[config.mk]
export PLATFORM = sky130hd
export DESIGN_NAME = argon_lsu_flat
export DESIGN_NICKNAME = d
export VERILOG_FILES = /design/src/rtl/argon_pkg.sv /design/src/rtl/argon_lsu_if.sv /design/src/rtl/argon_lsu_extract.sv /design/src/rtl/argon_lsu.sv /design/src/flat_wrapper.sv
export SDC_FILE = /design/constraint.sdc
export NUM_CORES = 1
export LEC_CHECK = 0
export CAP_MARGIN = 20
export CORE_ASPECT_RATIO = 0.8
export CORE_MARGIN = 2
export CORE_UTILIZATION = 47
export DETAILED_ROUTE_END_ITERATION = 10
export PLACE_DENSITY = 0.92
export RECOVER_POWER = 100
export SYNTH_ARGS = -nofsm -noshare
export SYNTH_HDL_FRONTEND = slang
export SYNTH_SLANG_ARGS = --single-unit
[constraint.sdc]
create_clock -name sys_clk -period 4.35 [get_ports sys_clk]
set_input_delay 0.435 -clock sys_clk [delete_from_list [all_inputs] [get_ports sys_clk]]
set_output_delay 0.435 -clock sys_clk [all_outputs]
set_load 0.005 [all_outputs]
[src/rtl/argon_pkg.sv]
// Shared Argon definitions: access-size encodings, memory lane masks and the LSU state type.
package argon_pkg;

    localparam logic [1:0] MEM_SZ_B = 2'd0;
    localparam logic [1:0] MEM_SZ_H = 2'd1;
    localparam logic [1:0] MEM_SZ_W = 2'd2;

    localparam logic [2:0] RDMASK_NONE = 3'b000;
    localparam logic [2:0] RDMASK_B    = 3'b001;
    localparam logic [2:0] RDMASK_H    = 3'b010;
    localparam logic [2:0] RDMASK_W    = 3'b100;

    localparam logic [1:0] WRMASK_NONE = 2'b00;
    localparam logic [1:0] WRMASK_B    = 2'b01;
    localparam logic [1:0] WRMASK_H    = 2'b10;
    localparam logic [1:0] WRMASK_W    = 2'b11;

    typedef enum logic [1:0] {StIdle, StReq, StResp, StErr} lsu_state_e;

    // Size 3 is reserved and is reported as misaligned.
    function automatic logic is_misaligned(input logic [1:0] size, input logic [1:0] lane);
        case (size)
            MEM_SZ_B: is_misaligned = 1'b0;
            MEM_SZ_H: is_misaligned = lane[0];
            MEM_SZ_W: is_misaligned = (lane != 2'b00);
            default:  is_misaligned = 1'b1;
        endcase
    endfunction

    function automatic logic [2:0] rd_mask_of(input logic [1:0] size);
        case (size)
            MEM_SZ_B: rd_mask_of = RDMASK_B;
            MEM_SZ_H: rd_mask_of = RDMASK_H;
            MEM_SZ_W: rd_mask_of = RDMASK_W;
            default:  rd_mask_of = RDMASK_NONE;
        endcase
    endfunction

    function automatic logic [1:0] wr_mask_of(input logic [1:0] size);
        case (size)
            MEM_SZ_B: wr_mask_of = WRMASK_B;
            MEM_SZ_H: wr_mask_of = WRMASK_H;
            MEM_SZ_W: wr_mask_of = WRMASK_W;
            default:  wr_mask_of = WRMASK_NONE;
        endcase
    endfunction

endpackage

[src/rtl/argon_lsu_if.sv]
// Memory-port bundle between the Argon LSU (master) and the data memory (slave).
interface argon_lsu_if #(
    parameter int unsigned XLEN   = 32,
    parameter int unsigned ADDR_W = 32
);
    logic              o_mem_req;
    logic              o_mem_we;
    logic [ADDR_W-1:0] o_mem_addr;
    logic [XLEN-1:0]   o_mem_wr_data;
    logic [2:0]        o_mem_rd_mask;
    logic [1:0]        o_mem_wr_mask;
    logic              i_mem_ready;
    logic [XLEN-1:0]   i_mem_rd_data;

    modport master (
        output o_mem_req, o_mem_we, o_mem_addr, o_mem_wr_data, o_mem_rd_mask, o_mem_wr_mask,
        input  i_mem_ready, i_mem_rd_data
    );

    modport slave (
        input  o_mem_req, o_mem_we, o_mem_addr, o_mem_wr_data, o_mem_rd_mask, o_mem_wr_mask,
        output i_mem_ready, i_mem_rd_data
    );
endinterface

[src/rtl/argon_lsu_extract.sv]
// Load-data extraction: shift the addressed lane down, truncate to size, sign/zero extend.
module argon_lsu_extract
    import argon_pkg::*;
#(
    parameter int unsigned XLEN = 32
) (
    input  logic [XLEN-1:0] rd_data,
    input  logic [1:0]      lane,
    input  logic [1:0]      size,
    input  logic            is_signed,
    output logic [XLEN-1:0] ext_data
);
    logic [XLEN-1:0] shifted;

    always_comb begin
        shifted  = rd_data >> {lane, 3'b000};
        ext_data = shifted;
        case (size)
            MEM_SZ_B: ext_data = {{(XLEN-8){is_signed & shifted[7]}}, shifted[7:0]};
            MEM_SZ_H: ext_data = {{(XLEN-16){is_signed & shifted[15]}}, shifted[15:0]};
            default:  ext_data = shifted;
        endcase
    end
endmodule

[src/rtl/argon_lsu.sv]
// Argon load/store unit: sized, lane-steered memory access over a req/ready handshake.
// Define ARGON_LSU_TIMEOUT_EN to bound REQ to WAIT_MAX cycles; otherwise REQ waits forever.
module argon_lsu
    import argon_pkg::*;
#(
    parameter int unsigned XLEN     = 32,
    parameter int unsigned ADDR_W   = 32,
    parameter int unsigned WAIT_MAX = 15
) (
    input  logic              sys_clk,
    input  logic              i_reset,
    input  logic              i_req,
    input  logic              i_we,
    input  logic [1:0]        i_size,
    input  logic              i_signed,
    input  logic [ADDR_W-1:0] i_addr,
    input  logic [XLEN-1:0]   i_wdata,
    output logic              o_busy,
    output logic              o_done,
    output logic [XLEN-1:0]   o_rdata,
    output logic              o_misaligned,
    output logic              o_timeout,
    argon_lsu_if.master       mem
);
    if (WAIT_MAX < 1 || WAIT_MAX > 255) begin : g_bad_wait_max
        $error("argon_lsu: WAIT_MAX must be in 1..255");
    end

    lsu_state_e        state_q, state_d;
    logic              we_q, signed_q;
    logic [1:0]        size_q, lane;
    logic [ADDR_W-1:0] addr_q;
    logic [XLEN-1:0]   wdata_q, rdata_q, ext_data;
    logic              timeout_hit;

    assign lane = addr_q[1:0];

`ifdef ARGON_LSU_TIMEOUT_EN
    logic [7:0] wait_cnt_q, wait_cnt_d;
    logic       timeout_q;

    assign timeout_hit = (state_q == StReq) && !mem.i_mem_ready &&
                         (wait_cnt_q == 8'(WAIT_MAX - 1));

    always_comb begin
        wait_cnt_d = 8'd0;
        if (state_q == StReq && !mem.i_mem_ready && !timeout_hit) wait_cnt_d = wait_cnt_q + 8'd1;
    end

    always_ff @(posedge sys_clk or posedge i_reset) begin
        if (i_reset) begin
            wait_cnt_q <= 8'd0;
            timeout_q  <= 1'b0;
        end else begin
            wait_cnt_q <= wait_cnt_d;
            timeout_q  <= timeout_hit;
        end
    end

    assign o_timeout = timeout_q;
`else
    assign timeout_hit = 1'b0;
    assign o_timeout   = 1'b0;
`endif

    always_comb begin
        state_d = state_q;
        case (state_q)
            StIdle: if (i_req) state_d = is_misaligned(i_size, i_addr[1:0]) ? StErr : StReq;
            StReq: begin
                if (mem.i_mem_ready) state_d = StResp;
                else if (timeout_hit) state_d = StIdle;
            end
            default: state_d = StIdle;
        endcase
    end

    always_ff @(posedge sys_clk or posedge i_reset) begin
        if (i_reset) begin
            state_q  <= StIdle;
            we_q     <= 1'b0;
            signed_q <= 1'b0;
            size_q   <= MEM_SZ_B;
            addr_q   <= '0;
            wdata_q  <= '0;
            rdata_q  <= '0;
        end else begin
            state_q <= state_d;
            if (state_q == StIdle && i_req) begin
                we_q     <= i_we;
                signed_q <= i_signed;
                size_q   <= i_size;
                addr_q   <= i_addr;
                wdata_q  <= i_wdata;
            end
            // Stores leave o_rdata holding the last load result.
            if (state_q == StReq && mem.i_mem_ready && !we_q) rdata_q <= ext_data;
        end
    end

    argon_lsu_extract #(
        .XLEN(XLEN)
    ) u_extract (
        .rd_data  (mem.i_mem_rd_data),
        .lane     (lane),
        .size     (size_q),
        .is_signed(signed_q),
        .ext_data (ext_data)
    );

    always_comb begin
        mem.o_mem_req     = 1'b0;
        mem.o_mem_we      = 1'b0;
        mem.o_mem_addr    = '0;
        mem.o_mem_wr_data = '0;
        mem.o_mem_rd_mask = RDMASK_NONE;
        mem.o_mem_wr_mask = WRMASK_NONE;
        if (state_q == StReq) begin
            mem.o_mem_req     = 1'b1;
            mem.o_mem_we      = we_q;
            mem.o_mem_addr    = {addr_q[ADDR_W-1:2], 2'b00};
            mem.o_mem_wr_data = wdata_q << {lane, 3'b000};
            mem.o_mem_rd_mask = we_q ? RDMASK_NONE : rd_mask_of(size_q);
            mem.o_mem_wr_mask = we_q ? wr_mask_of(size_q) : WRMASK_NONE;
        end
    end

    assign o_busy       = (state_q != StIdle);
    assign o_done       = (state_q == StResp);
    assign o_misaligned = (state_q == StErr);
    assign o_rdata      = rdata_q;
endmodule

[src/flat_wrapper.sv]
// flat-port wrapper written by rule: the top's interface ports become plain ports
module argon_lsu_flat import argon_pkg::*;
#(
    parameter int unsigned XLEN     = 32,
    parameter int unsigned ADDR_W   = 32,
    parameter int unsigned WAIT_MAX = 15
)
  (sys_clk, i_reset, i_req, i_we, i_size, i_signed, i_addr, i_wdata, o_busy, o_done, o_rdata, o_misaligned, o_timeout, mem_o_mem_req, mem_o_mem_we, mem_o_mem_addr, mem_o_mem_wr_data, mem_o_mem_rd_mask, mem_o_mem_wr_mask, mem_i_mem_ready, mem_i_mem_rd_data);
  argon_lsu_if #(.XLEN(XLEN), .ADDR_W(ADDR_W)) mem_i ();
  input  logic sys_clk;
  input  logic i_reset;
  input  logic i_req;
  input  logic i_we;
  input  logic [1:0] i_size;
  input  logic i_signed;
  input  logic [ADDR_W-1:0] i_addr;
  input  logic [XLEN-1:0] i_wdata;
  output logic o_busy;
  output logic o_done;
  output logic [XLEN-1:0] o_rdata;
  output logic o_misaligned;
  output logic o_timeout;
  output wire logic [$bits(mem_i.o_mem_req)-1:0] mem_o_mem_req;
  output wire logic [$bits(mem_i.o_mem_we)-1:0] mem_o_mem_we;
  output wire logic [$bits(mem_i.o_mem_addr)-1:0] mem_o_mem_addr;
  output wire logic [$bits(mem_i.o_mem_wr_data)-1:0] mem_o_mem_wr_data;
  output wire logic [$bits(mem_i.o_mem_rd_mask)-1:0] mem_o_mem_rd_mask;
  output wire logic [$bits(mem_i.o_mem_wr_mask)-1:0] mem_o_mem_wr_mask;
  input wire logic [$bits(mem_i.i_mem_ready)-1:0] mem_i_mem_ready;
  input wire logic [$bits(mem_i.i_mem_rd_data)-1:0] mem_i_mem_rd_data;
  assign mem_o_mem_req = mem_i.o_mem_req;
  assign mem_o_mem_we = mem_i.o_mem_we;
  assign mem_o_mem_addr = mem_i.o_mem_addr;
  assign mem_o_mem_wr_data = mem_i.o_mem_wr_data;
  assign mem_o_mem_rd_mask = mem_i.o_mem_rd_mask;
  assign mem_o_mem_wr_mask = mem_i.o_mem_wr_mask;
  assign mem_i.i_mem_ready = mem_i_mem_ready;
  assign mem_i.i_mem_rd_data = mem_i_mem_rd_data;
  argon_lsu #(.XLEN(XLEN), .ADDR_W(ADDR_W), .WAIT_MAX(WAIT_MAX)) u_core (.sys_clk(sys_clk), .i_reset(i_reset), .i_req(i_req), .i_we(i_we), .i_size(i_size), .i_signed(i_signed), .i_addr(i_addr), .i_wdata(i_wdata), .o_busy(o_busy), .o_done(o_done), .o_rdata(o_rdata), .o_misaligned(o_misaligned), .o_timeout(o_timeout), .mem(mem_i));
endmodule
Word-level counts from Yosys, hierarchy flattened
Cells that the tools add are included.
{ "totals": {"regBits": 102, "in_bits": 104, "out_inout_bits": 107, "wordCells": 48} }
{ "op_classes": {"eq_ne": 9, "n_shift": 2, "muxes": 18, "n_bitwise": 2, "reduce_logical": 10} }
{ "op_table": {"columns": ["op", "count"], "rows": [
  ["32-bit 2-to-1 mux", 2],
  ["32-bit case mux with 2 select lines", 1],
  ["32-bit by 5-bit << shifter with 32-bit output", 1],
  ["32-bit by 5-bit right shift with 32-bit output", 1],
  ["2-bit 2-to-1 mux", 5],
  ["3-bit case mux with 3 select lines", 1],
  ["2-bit == test (second input constant)", 4],
  ["2-bit by 1-bit == test with 1-bit output (second input constant)", 3],
  ["2-bit zero test", 3],
  ["3-bit 2-to-1 mux", 2],
  ["2-bit case mux with 3 select lines", 1],
  ["1-bit 2-to-1 mux", 4],
  ["2-bit inequality test (second input constant)", 2],
  ["2-bit case mux with 2 select lines", 1],
  ["2-bit nonzero test", 2],
  ["1-bit logical AND", 3],
  ["1-bit case mux with 3 select lines", 1],
  ["1-bit bitwise AND", 2],
  ["2-bit AND reduction", 1],
  ["1-bit zero test", 1]
]} }

Longest topological paths before layout
Gate-level depths: netlist (run 1).
{ "depth": {"ltp_word": 7, "ltp_mapped": 7, "ltp_nobuf": 5} }

By module
A second synthesis (run 1) with hierarchy kept.
{ "hier_totals": {"cells_unflattened": 470, "area_unflattened_um2": 5634.2} }
{ "by_module_without_submodules": {"columns": ["module", "instances", "cells_each", "area_per_inst_um2", "seq_area_each_um2"], "rows": [
  ["argon_lsu", 1, 364, 4825.9, 2552.4],
  ["argon_lsu_extract", 1, 106, 808.3, 0.0]
]} }

Worst setup path before layout (run 1)
No wires, ideal clock.
{ "synth_timing": {"kind": "reg2out", "from": "register u_core.addr_q[0]", "to": "output mem_o_mem_wr_data[16]", "arrival_time_ns": 1.411, "required_time_ns": 3.915, "slack_ns": 2.504, "stages_incl_launch_ff": 8, "n_path_buf": 3, "cell_sequence": "dfrtp_1 > buf_2 > buf_2 > buf_2 > mux2i_1 > nor2_1 > a21oi_1 > nor2_1"} }
{ "synth_between": {"elab_chain_len": 2} }
{ "synth_rtl": {"columns": ["item", "line_no", "rtl"], "rows": [
  ["start, declared", "argon_lsu.sv:32", "logic [ADDR_W-1:0] addr_q;"],
  ["start signal, assigned", "argon_lsu.sv:93", "addr_q <= i_addr;"],
  ["32-bit by 5-bit << shifter with 32-bit output", "argon_lsu.sv:122", "mem.o_mem_wr_data = wdata_q << {lane, 3'b000};"],
  ["32-bit 2-to-1 mux", "argon_lsu.sv:118", "if (state_q == StReq) begin"],
  ["end, declared", "flat_wrapper.sv:26", "output wire logic [$bits(mem_i.o_mem_wr_data)-1:0] mem_o_mem_wr_data;"]
]} }
No other way between the ends.

Worst setup path after layout (run 1)
{ "layout_timing": {"from": "register u_core.addr_q[0]", "to": "output mem_o_mem_wr_data[17]"} }
Same word-level chain as after synthesis.

==> impl_metrics.json, run 1 <==
{
  "syn_area_sq_um": 5236,
  "worstPathRequired_ns": 3.91,
  "critPathBufInv": 2,
  "cp_slowest_cell": "dfrtp_1",
  "synth_warnings": 0,
  "grt_pass1_wl_um": 24550,
  "async_reset_ff_share_pct": 100.0,
  "clk_path_buf_depth": 2,
  "crit_chain": "nor2b_1, clkbuf_1, a21oi_1, nor2_1, dlygate4sd3_1",
  "drive_above_1_share_pct": 14.39,
  "grt_pass1_vias": 4625,
  "die_x_um": 122.0,
  "period_share_pct": 86.67,
  "synth_seq_area_share_pct": 48.75,
  "vias": 4435,
  "slew_headroom_pct": -78.28,
  "arrival_ns": 3.33,
  "hp-class": "reg -> reg",
  "cts_buffers": 9,
  "htreeDepth": 3,
  "start_util_pct": 48.27,
  "cp-end-kind": "output pin",
  "cts.clk_slew.worst_paths_ns": 0.07,
  "rsz0062_at_grt": "false",
  "synth_area_leader_cell": "dfrtp_1",
  "cts.sinks": 102,
  "pwr_density_cell_nw_per_um2": 682.7,
  "finClkSkew_ns": 0.005524,
  "drt-initial-drc-count": 204,
  "synth_most_common_cell": "dfrtp_1",
  "area_delta_synth_final_pct": 47.62,
  "utilization_pct": 71.26,
  "drv_slew": 147,
  "antenna_found_initial": 0,
  "synth.avg_cell_area_sq_um": 11.16,
  "cts_tree": "done",
  "wire_per_inst_um": 19.29,
  "cts_setup_buffers": 0,
  "yosys_register_bits": 102,
  "ys.flop_type": "dfrtp_1",
  "ant_nets": 0,
  "yosys.cell_types.count": 36,
  "drv_cap": 3,
  "fillers": 775,
  "critical_path.max_fanout": 38,
  "synth_edf_count": 0,
  "cts_resized": 0,
  "status": "finished with violations",
  "synthCells": 469,
  "worstMarginPinSlew_ns": 2.674,
  "setup_viol": 0,
  "violations": "capacitance limit, slew limit",
  "place_hpwl_um": 11520,
  "fmax_mhz": 265.3,
  "critPathTopFamily": "flip-flops",
  "hold_viol": 0,
  "die_y_um": 98.41,
  "ios": 211,
  "yosys-top-cells-area": "dfrtp_1, mux2_2, mux2i_1, and2_1, a211oi_1",
  "start_kind": "flop",
  "root_buffer": "clkbuf_16",
  "cpPeakStageDelay_ns": 1.34,
  "tns_ns": 0,
  "io_buffers": 207,
  "cts_hold_buf": 0,
  "routed_via_density": 5.469,
  "first_pass_iters": 4,
  "critPathKind": "reg -> out",
  "die_area_sq_um": 12010,
  "netlist.area_leader.share_pct": 48.75,
  "post-route-min-period_ns": 3.770,
  "drc_errors": 0,
  "n_antenna_cell": 0,
  "clk-insertion-delay-late_ns": 0.35,
  "grt_max_degree": 71,
  "std_cell_rows": 34,
  "place_congestion": 0.9363,
  "track_usage_pct": 26.57,
  "core_sq_um": 10850,
  "ir_worst_vdd_uv": 401.3,
  "overflow": 0,
  "layout.nets": 771,
  "synthTopCellsByCount": "dfrtp_1, mux2_2, and2_1, nor2_1, mux2i_1",
  "p_leak_nw": 3.319,
  "drt_wl_total_um": 15640
}
[registers in the layout, indices dropped and copies added (netlist names)]
signal,cells
u_core.size_q,2
u_core.addr_q,32
u_core.we_q,1
u_core.o_rdata,32
u_core.state_q,2
u_core.wdata_q,32
u_core.signed_q,1
[path summary, 6_finish.rpt]
check	cells after the start	slack, ns	to	startpoint
max	5	0.58	mem_o_mem_wr_data[17]	u_core.addr_q[0]$_DFFE_PP0P_
min	1	0.50	u_core.addr_q[20]$_DFFE_PP0P_	u_core.addr_q[20]$_DFFE_PP0P_
max reg2reg	4	0.77	u_core.wdata_q[22]$_DFFE_PP0P_	u_core.state_q[1]$_DFFE_PP0P_
min reg2reg	1	0.50	u_core.addr_q[20]$_DFFE_PP0P_	u_core.addr_q[20]$_DFFE_PP0P_
max in group asynchronous	3	1.30	u_core.wdata_q[16]$_DFFE_PP0P_	i_reset
min in group asynchronous	2	1.47	u_core.addr_q[14]$_DFFE_PP0P_	i_reset
[report_power, final]
part           internal, mW  switching, mW  leakage (nW)
clock network         0.577          0.353         0.172
registers              1.42          0.395          1.22
logic                  1.43           1.10          1.93
total                  3.43           1.85          3.32
[final cells by class]
type                       count  area, sq um  share of cell area [%]
clock buffer                  10        239.0                   3.092
tap                          144        180.2                   2.331
clock inverter                 6        108.9                   1.408
timing repair buffer         214         2113                   27.34
sequential                   102         2552                   33.02
inverter                       5        18.77                  0.2428
multi-input combinational    330         2517                   32.57
[routing by layer]
| layer | routed length, um | part of all wire, % | global-route usage, % |
|---|---|---|---|
| met1 | 6181 | 40 | 31.86 |
| met5 | 0 | 0 | 0 |
| met2 | 7713 | 49 | 45.98 |
| met3 | 1494 | 9.6 | 9.287 |
| met4 | 251 | 1.6 | 6.189 |
[layout by cell type (no fill, tap or decap), types with 2 or more instances in the layout]
cell type and count:
clkdlybuf4s50_1 136, dfrtp_1 102, mux2_2 71, dlygate4sd3_1 71, nor2_1 41, mux2i_1 32
a21oi_1 26, and2_0 25, a211oi_1 23, and2_1 22, nor2b_1 17, nand2_1 14
o21ai_0 9, clkbuf_16 9, a221o_1 8, o211ai_1 8, inv_1 5, ha_1 5
buf_4 4, nand2b_1 3, and3_1 3, nor3b_1 3, conb_1 3, bufinv_16 3
clkbuf_1 3, mux2_1 2, or4_1 2, clkinv_2 2
[stage by stage]
step	cells	setup slack, ns	hold slack [ns]	power, mW	cell area [sq um]
after floorplan	471	1.240	0.4686	3.178	5244
after global placement	794	1.419	0.4815	4.341	7416
after detailed placement	794	1.318	0.4877	4.467	7416
after CTS	810	0.9418	0.5029	5.428	7764
after global routing	811	0.3588	0.5195	5.604	7730
final	811	0.5800	0.4996	5.277	7730
[logic make-up after synthesis]
family | after synthesis | synth area share [%]
flip-flops | 102 | 48.75
adder cells (fa/ha/maj) | 5 | 1.195
other | 1 | 0.07162
AO/OA/AOI/OAI | 78 | 10.08
multiplexers | 106 | 22.25
AND/OR/NAND/NOR | 138 | 14.17
buffers and inverters | 39 | 3.489
No activity file was read; power rests on OpenSTA's default activity.
==> run 2, diff against run 1 <==
ABC_AREA = 1   (was not set)
CORE_UTILIZATION = 48   (was 47)
==> impl_metrics.json, run 2 <==
{
  "grt_max_degree": 78,
  "die_area_sq_um": 12600,
  "die_x_um": 125.0,
  "post-route-min-period_ns": 3.531,
  "cts_setup_buffers": 0,
  "drt_wl_total_um": 16660,
  "synth_most_common_cell": "nand2_1",
  "synthCells": 774,
  "clk_path_buf_depth": 2,
  "yosys.cell_types.count": 28,
  "critPathKind": "in -> reg",
  "layout.nets": 1057,
  "status": "complete, no violations",
  "drc_errors": 0,
  "period_share_pct": 81.17,
  "crit_chain": "dlygate4sd3_1, nand3_1, inv_1, clkbuf_2, o21ai_0",
  "tns_ns": 0,
  "arrival_ns": 3.71,
  "cts_tree": "done",
  "grt_pass1_wl_um": 26970,
  "die_y_um": 100.8,
  "final_area_sq_um": 7806,
  "rrSetupSlack_ns": 0.92,
  "cpPeakStageDelay_ns": 1.14,
  "rsz0062_at_grt": "false",
  "cp-end-kind": "flop",
  "final_cell_mix": "nand2_1, nor2_1, clkdlybuf4s50_1",
  "ys.flop_type": "dfrtp_1",
  "root_buffer": "clkbuf_16",
  "start_util_pct": 49.02,
  "drive_above_1_share_pct": 2.833,
  "synthTopCellsByCount": "nand2_1, nor2_1, dfrtp_1, inv_1, o21ai_0",
  "cp_slowest_cell": "inv_1",
  "synth_area_leader_cell": "dfrtp_1",
  "cts_buffers": 9,
  "worstPathRequired_ns": 4.53,
  "cts.sinks": 102,
  "cts.clk_slew.worst_paths_ns": 0.07,
  "area_delta_synth_final_pct": 38.80,
  "fmax_mhz": 283.2,
  "n_antenna_cell": 0,
  "std_cell_rows": 35,
  "synth.avg_cell_area_sq_um": 7.266,
  "first_pass_iters": 5,
  "place_area_sq_um": 7595,
  "drv_slew": 0,
  "hold_viol": 0,
  "multiInputGateArea_sq_um": 2384,
  "finClkSkew_ns": 0.009959,
  "vias": 5611,
  "fillers": 945,
  "slew_headroom_pct": 8.362,
  "drv_cap": 0,
  "ir_worst_vdd_uv": 402.5,
  "pwr_density_cell_nw_per_um2": 655.2,
  "routed_via_density": 5.096,
  "start_kind": "input pin",
  "critical_path.max_fanout": 39,
  "clk-insertion-delay-late_ns": 0.34,
  "hp-class": "reg -> reg",
  "ios": 211,
  "place_hpwl_um": 11980,
  "ff_latch_area_sq_um": 2552,
  "place_congestion": 0.9419,
  "wire_per_inst_um": 15.13,
  "core_sq_um": 11470,
  "p_total_mw": 5.115,
  "htreeDepth": 3,
  "netlist.area_leader.share_pct": 45.38,
  "yosys-top-cells-area": "dfrtp_1, nand2_1, nor2_1, o21ai_0, inv_1",
  "p_leak_nw": 3.916,
  "cts_resized": 0,
  "cts_hold_buf": 0,
  "synth_warnings": 0,
  "ant_nets": 0,
  "syn_area_sq_um": 5624,
  "grt_pass1_vias": 5446,
  "drt-initial-drc-count": 476,
  "track_usage_pct": 26.62,
  "synth_edf_count": 0,
  "io_buffers": 207,
  "worstMarginPinSlew_ns": 1.375,
  "antenna_found_initial": 0,
  "synth_seq_area_share_pct": 45.38,
  "overflow": 0,
  "layout_commonest_cell": "nand2_1",
  "yosys_register_bits": 102,
  "async_reset_ff_share_pct": 100.0,
  "setup_viol": 0
}
-- run 2: cell count changes after synthesis, sizes merged, moves of 23 or more --
cell,previous run,this run
mux2i,32,0
o21ai,9,77
inv,5,84
and2,47,0
nand2,14,236
nor2,43,146
a211oi,23,0
mux2,73,0
-- run 2: layout make-up --
cell class | instances | area share (%)
clock buffers | 12 | 3.029
multi-input cells | 540 | 30.53
flip-flops and latches | 102 | 32.70
clock inverters | 4 | 0.4167
inverters | 84 | 4.103
repair buffers | 211 | 26.85
well taps | 148 | 2.372
-- run 2: critical path: cells and delay by family --
kind	cells	cell delay, ns
buf+inv	3	2.31
simple gates	1	0.75
compound gates	1	0.20
-- run 2: per-layer routing --
metal  global-route usage, %  vias to the layer above  part of all wire [%]
met5                       0                        -                     0
met4                   7.009                        0                   1.6
met1                   34.77                     2578                    43
met3                   7.006                       23                   9.4
met2                   44.57                      286                    45
li1                        -                     2724                     -
-- run 2: worst paths after layout --
path,end,cells after the start,from
max in group asynchronous,u_core.wdata_q[12]$_DFFE_PP0P_,3,i_reset
hold / removal,u_core.o_rdata[3]$_DFFE_PP0P_,2,u_core.o_rdata[3]$_DFFE_PP0P_
setup reg to reg,u_core.o_rdata[29]$_DFFE_PP0P_,8,u_core.state_q[1]$_DFFE_PP0P_
setup / recovery,u_core.addr_q[12]$_DFFE_PP0P_,5,i_req
min in group asynchronous,u_core.o_rdata[3]$_DFFE_PP0P_,2,i_reset
hold reg to reg,u_core.o_rdata[3]$_DFFE_PP0P_,2,u_core.o_rdata[3]$_DFFE_PP0P_
-- run 2: logic make-up after synthesis --
| logic type | Yosys count | share of synthesized area (%) |
|---|---|---|
| adders and majority gates | 5 | 1.112 |
| DFF | 102 | 45.38 |
| and+or+nand+nor | 423 | 30.74 |
| other | 1 | 0.06668 |
| AOI/OAI and AO/OA | 109 | 11.21 |
| buffers and inverters | 134 | 11.48 |
-- run 2: per-stage QoR --
stage	worst slack, ns	util (%)	hold slack [ns]	instances
after floorplan	1.240	-	0.4495	776
after global placement	1.553	66.19	0.4663	1085
after detailed placement	1.454	66.19	0.4702	1085
after CTS	1.070	68.54	0.4863	1101
after global routing	0.4401	68.04	0.5048	1101
final	0.8191	68.04	0.4890	1101
-- run 2: where the power goes --
group / switching [mW] / total, mW / internal (mW)
clock network: 0.353 / 0.746 / 0.392
registers: 0.346 / 1.76 / 1.41
logic: 1.47 / 2.61 / 1.14
